===== src/rtl/gpr_pkg.sv =====
// ----------------------------------------------------------------------------
// gpr_pkg : shared widths, requester indices and write-request type for the
//           GPR write-back path.
// Revision: 1.0
// ----------------------------------------------------------------------------
`default_nettype none

package gpr_pkg;

   localparam int GPR_AW  = 5;
   localparam int GPR_DW  = 32;
   localparam int NUM_REQ = 3;

   localparam int REQ_ALU = 0;
   localparam int REQ_LSU = 1;
   localparam int REQ_MDU = 2;

   typedef struct packed {
      logic [GPR_AW-1:0] dst;
      logic [GPR_DW-1:0] data;
   } wb_req_t;

   // One-hot register mask used by the decode hazard logic
   function automatic logic [31:0] reg_onehot(input logic [GPR_AW-1:0] r);
      return 32'd1 << r;
   endfunction

endpackage

`default_nettype wire


===== src/rtl/wb_prio_sel.sv =====
// ----------------------------------------------------------------------------
// wb_prio_sel : combinational write-back grant select. Promoted (aged)
//               requesters win first, lowest index among them; otherwise
//               fixed priority ALU > LSU > MDU.
// Revision: 1.0
// ----------------------------------------------------------------------------
`default_nettype none

module wb_prio_sel
   import gpr_pkg::*;
(
   input  logic [NUM_REQ-1:0] valid,
   input  logic [NUM_REQ-1:0] promoted,
   output logic [NUM_REQ-1:0] grant
);

   logic [NUM_REQ-1:0] aged;

   always_comb begin
      grant = '0;
      // A stale promotion flag must never grant a withdrawn request
      aged  = valid & promoted;
      if (aged[REQ_ALU])
         grant[REQ_ALU] = 1'b1;
      else if (aged[REQ_LSU])
         grant[REQ_LSU] = 1'b1;
      else if (aged[REQ_MDU])
         grant[REQ_MDU] = 1'b1;
      else if (valid[REQ_ALU])
         grant[REQ_ALU] = 1'b1;
      else if (valid[REQ_LSU])
         grant[REQ_LSU] = 1'b1;
      else if (valid[REQ_MDU])
         grant[REQ_MDU] = 1'b1;
   end

endmodule

`default_nettype wire


===== src/rtl/gpr_wb_arbiter.sv =====
// ----------------------------------------------------------------------------
// gpr_wb_arbiter : shares the GPR write port between ALU, LSU and MDU and
//                  publishes the pending-write mask. Define WB_AGING_EN to
//                  enable starvation-avoiding age promotion.
// Revision: 1.0
// ----------------------------------------------------------------------------
`default_nettype none

module gpr_wb_arbiter
   import gpr_pkg::*;
#(
   parameter int AW        = GPR_AW,
   parameter int DW        = GPR_DW,
   parameter int AGE_LIMIT = 4
) (
   input  logic                 clk,
   input  logic                 rst,
   input  logic [NUM_REQ-1:0]   req_valid,
   output logic [NUM_REQ-1:0]   req_ready,
   input  logic [AW-1:0]        req_reg0,
   input  logic [AW-1:0]        req_reg1,
   input  logic [AW-1:0]        req_reg2,
   input  logic [DW-1:0]        req_data0,
   input  logic [DW-1:0]        req_data1,
   input  logic [DW-1:0]        req_data2,
   output logic                 gpr_wen,
   output logic [AW-1:0]        gpr_wreg,
   output logic [DW-1:0]        gpr_wdata,
   output logic [31:0]          pend_mask,
   output logic                 busy
);

   // An out-of-range limit fails elaboration on the missing module
   generate
      if (AGE_LIMIT < 1 || AGE_LIMIT > 15) begin : g_age_limit_illegal
         age_limit_out_of_range u_bad_age_limit ();
      end
   endgenerate

   logic [NUM_REQ-1:0] promoted;
   logic [NUM_REQ-1:0] grant;
   logic [AW-1:0]      sel_reg;
   logic [DW-1:0]      sel_data;
   logic               accept;
   logic               wen_q;
   logic [AW-1:0]      wreg_q;
   logic [DW-1:0]      wdata_q;

   wb_prio_sel u_prio_sel (
      .valid    (req_valid),
      .promoted (promoted),
      .grant    (grant)
   );

   always_comb begin
      req_ready = rst ? '0 : grant;
      busy      = |(req_valid & ~req_ready);
      accept    = |req_ready;
   end

   always_comb begin
      sel_reg  = '0;
      sel_data = '0;
      if (req_ready[REQ_ALU]) begin
         sel_reg  = req_reg0;
         sel_data = req_data0;
      end else if (req_ready[REQ_LSU]) begin
         sel_reg  = req_reg1;
         sel_data = req_data1;
      end else if (req_ready[REQ_MDU]) begin
         sel_reg  = req_reg2;
         sel_data = req_data2;
      end
   end

   // Write stage drains every cycle; r0 writes are accepted but never enabled
   always_ff @(posedge clk or posedge rst) begin
      if (rst) begin
         wen_q   <= 1'b0;
         wreg_q  <= '0;
         wdata_q <= '0;
      end else begin
         wen_q <= accept && (sel_reg != '0);
         if (accept) begin
            wreg_q  <= sel_reg;
            wdata_q <= sel_data;
         end
      end
   end

   assign gpr_wen   = wen_q;
   assign gpr_wreg  = wreg_q;
   assign gpr_wdata = wdata_q;
   assign pend_mask = wen_q ? reg_onehot(wreg_q) : 32'd0;

`ifdef WB_AGING_EN
   generate
      for (genvar i = 0; i < NUM_REQ; i++) begin : g_age
         logic [3:0] wait_cnt;

         always_ff @(posedge clk or posedge rst) begin
            if (rst)
               wait_cnt <= 4'd0;
            else if (!req_valid[i] || req_ready[i])
               wait_cnt <= 4'd0;
            else if (wait_cnt != 4'(AGE_LIMIT))
               wait_cnt <= wait_cnt + 4'd1;
         end

         assign promoted[i] = (wait_cnt == 4'(AGE_LIMIT));
      end
   endgenerate
`else
   assign promoted = '0;
`endif

endmodule

`default_nettype wire

===== config.mk =====
export PLATFORM = sky130hd
export DESIGN_NAME = gpr_wb_arbiter
export DESIGN_NICKNAME = d
export VERILOG_FILES = /design/src/rtl/gpr_pkg.sv /design/src/rtl/wb_prio_sel.sv /design/src/rtl/gpr_wb_arbiter.sv
export SDC_FILE = /design/constraint.sdc
export NUM_CORES = 1
export LEC_CHECK = 0
export ABC_AREA = 1
export CAP_MARGIN = 20
export CORE_ASPECT_RATIO = 0.5
export CORE_UTILIZATION = 30
export DETAILED_ROUTE_END_ITERATION = 6
export PLACE_DENSITY = 0.78
export SYNTH_ARGS = -nofsm -noshare
export SYNTH_HDL_FRONTEND = slang
export SYNTH_SLANG_ARGS = --single-unit

===== constraint.sdc =====
create_clock -name clk -period 1.7 [get_ports clk]
set_input_delay 0.34 -clock clk [delete_from_list [all_inputs] [get_ports clk]]
set_output_delay 0.34 -clock clk [all_outputs]
set_load 0.05 [all_outputs]

==> results_dict.tcl <==
set metrics [dict create \
    crit_path_start_kind "register" \
    power.density_mw_per_mm2 766 \
    fillerInstances 545 \
    grt_pass1_vias 3057 \
    cts.clk_slew.worst_paths_ns 0.05 \
    slew_viol_final 0 \
    numCtsBuffers 5 \
    post-place-ws_ns -0.177 \
    fp.dieW_um 127 \
    insertedDiodeCount 0 \
    drive_gt1_share_pct 31.7 \
    hold_class "in2async" \
    drtIter0Drc 179 \
    hold_viol_final 0 \
    min_period_ns 1.73 \
    rsz0062_at_grt "true" \
    fin_crit_sh_pct 102 \
    syn_to_final_growth_pct 126 \
    seq_area_sq_um 955 \
    ys_ff_latch 38 \
    cts_max_level 2 \
    clock.fmax_ghz 0.577 \
    synth_warnings 0 \
    grt_use_total_pct 23.8 \
    crit_slowest_cell "dfrtp_1" \
    final_cell_mix "159 x nand2_1, 111 x clkdlybuf4s50_1, 56 x buf_4, 46 x buf_12" \
    globalplace.congestion 0.820 \
    netlist_area_sq_mm 0.00236 \
    violations "negative setup slack" \
    syn_inst 349 \
    skew_ns 0 \
    rows 22 \
    start_util_pct 31.6 \
    cts_tree "done" \
    hold_buffers 0 \
    critical_path_class "reg2out" \
    maxCapViolations 0 \
    drc 0 \
    via_count 3097 \
    io_pins 190 \
    cp.depth 4 \
    syn-num-nets 465 \
    overflow 0 \
    dr.pass1.iters 4 \
    setup_viol 11 \
    crit_buf_inv 2 \
    clk_latency_ns 0.27 \
    status "finished with violations" \
    yosys.area.top_type "dfrtp_1" \
    dpl_cell_area_sq_mm 0.00507 \
    antenna_found_initial 0 \
    p_total_mw 4.08 \
    crit_required_ns 1.36 \
    ant_nets 0 \
    total_leakage_power_nw 2.41 \
    grt_max_degree 39 \
    cp_max_fo 9 \
    setup_slack_ns -0.0342 \
    syn_avg_cell_area_sq_um 6.75 \
    routedWlPerCell_um 14.2 \
    grt_pass1_wl_um 15500 \
    coreArea_sq_mm 0.00746 \
    slew_headroom_pct 67.4 \
    layout.nets 674 \
    final_common_cell "nand2_1" \
    ir_drop_mv 0.468 \
    dieHeight_um 64.7 \
    seq_area_frac_synth_pct 40.4 \
    root_buffer "clkbuf_16" \
    hpwlAfterDp_um 7480 \
    critPathMaxStageDelay_ns 0.40 \
    fin_area_sq_mm 0.00533 \
    setup-tns-final_ns -0.144 \
    viasPerCell 4.65 \
    multi_input_area_sq_mm 0.00150 \
    crit_arrival_ns 1.39 \
    ys_types 22 \
    ctsLongestPathBuffers 2 \
    wirelength_um 9460 \
    cp_cell_sequence "clkinv_2 > nand4_1 > nor2_4 > buf_12" \
    cpLargestDelayFamily "simple AND/OR/NAND/NOR gates" \
    cts_sinks 38 \
    synth.top_cell.area_share_pct 40.4 \
    worstRegToRegCells 2 \
    port_buffers 189 \
    synth_area_leaders "dfrtp_1 40%, nand2_1 26%, a21oi_1 6.8%" \
    tightestPinTransition_ns 0.489 \
    setup.worst_path.end_class "output pin" \
    die-area_sq_mm 0.00823 \
]
-- cell type report --
| type | instances | area share, % |
|---|---|---|
| Timing Repair Buffer | 222 | 47.8 |
| Multi-Input combinational cell | 280 | 28.1 |
| Sequential cell | 38 | 17.9 |
| Tap cell | 108 | 2.54 |
| Clock buffer | 5 | 2.35 |
| Inverter | 11 | 1.10 |
| Clock inverter | 2 | 0.188 |
-- worst paths after layout --
check / from / slack (ns) / endpoint
min in group clk: gpr_wdata[20] / 0.48 / gpr_wdata[20]
worst min-delay path: rst / 0.48 / gpr_wreg[3]
worst max register to register: gpr_wreg[1] / 0.92 / gpr_wreg[1]
worst max-delay path: gpr_wreg[0] / -0.03 / pend_mask[10]
worst min register to register: gpr_wdata[20] / 0.48 / gpr_wdata[20]
max in group asynchronous: rst / 0.86 / gpr_wen
-- where the power goes --
group	internal [mW]	switching, mW	leakage [nW]
Clock	0.528	0.331	0.0694
Combinational	0.832	1.25	1.88
Sequential	1.05	0.0930	0.458
-- layer usage --
layer  track usage (%)  share of wire, %  routed length [um]
met4              8.18               1.9                 180
met1              29.1                42                4020
met2              42.5                52                4910
met5                 0                 0                   0
met3              4.29               3.8                 355
-- flip-flops by register name, indices dropped and copies added (netlist names) --
register / count
gpr_wreg: 5
gpr_wdata: 32
gpr_wen: 1
-- synthesized netlist by cell type --
library cell / number
nand2_1: 161
dfrtp_1: 38
nor2_1: 36
a21oi_1: 32
nand4_1: 16
nand3_1: 14
buf_2: 9
nand2_2: 9
buf_6: 6
clkinv_1: 4
inv_1: 4
o21bai_1: 4
clkbuf_1: 3
buf_4: 2
inv_2: 2
nand2_4: 2
nor2_2: 2
and3_1: 1
inv_4: 1
nor2_4: 1
o21ai_0: 1
o221ai_1: 1
-- timing repair --
action | in CTS | in global routing
pin swaps | 24 | 14
resized for setup | 16 | 3
setup endpoints to repair | 36 | 32
setup buffers | 8 | 1
-- cells by family (layout without fill, tap and decap cells) --
logic type	after synthesis	after routing	synth area share, %
buffers and inverters	31	240	7.75
flip-flops	38	38	40.4
AND/OR/NAND/NOR	242	242	43.2
AO/OA/AOI/OAI	38	38	8.66
-- through the flow --
| stage | hold WS (ns) | util, % | std cells |
|---|---|---|---|
| after global routing | 0.512 | 71.4 | 666 |
| after floorplan | 0.325 | - | 349 |
| after global placement | 0.464 | 68.0 | 650 |
| final | 0.476 | 71.4 | 666 |
| after detailed placement | 0.467 | 68.0 | 650 |
| after CTS | 0.481 | 71.2 | 665 |
-- tightest hold or removal path: cells and delay by family --
family / cells / cell delay [ns]
buf+inv: 3 / 0.84
Note: power is estimated with default switching activity, not from simulation.
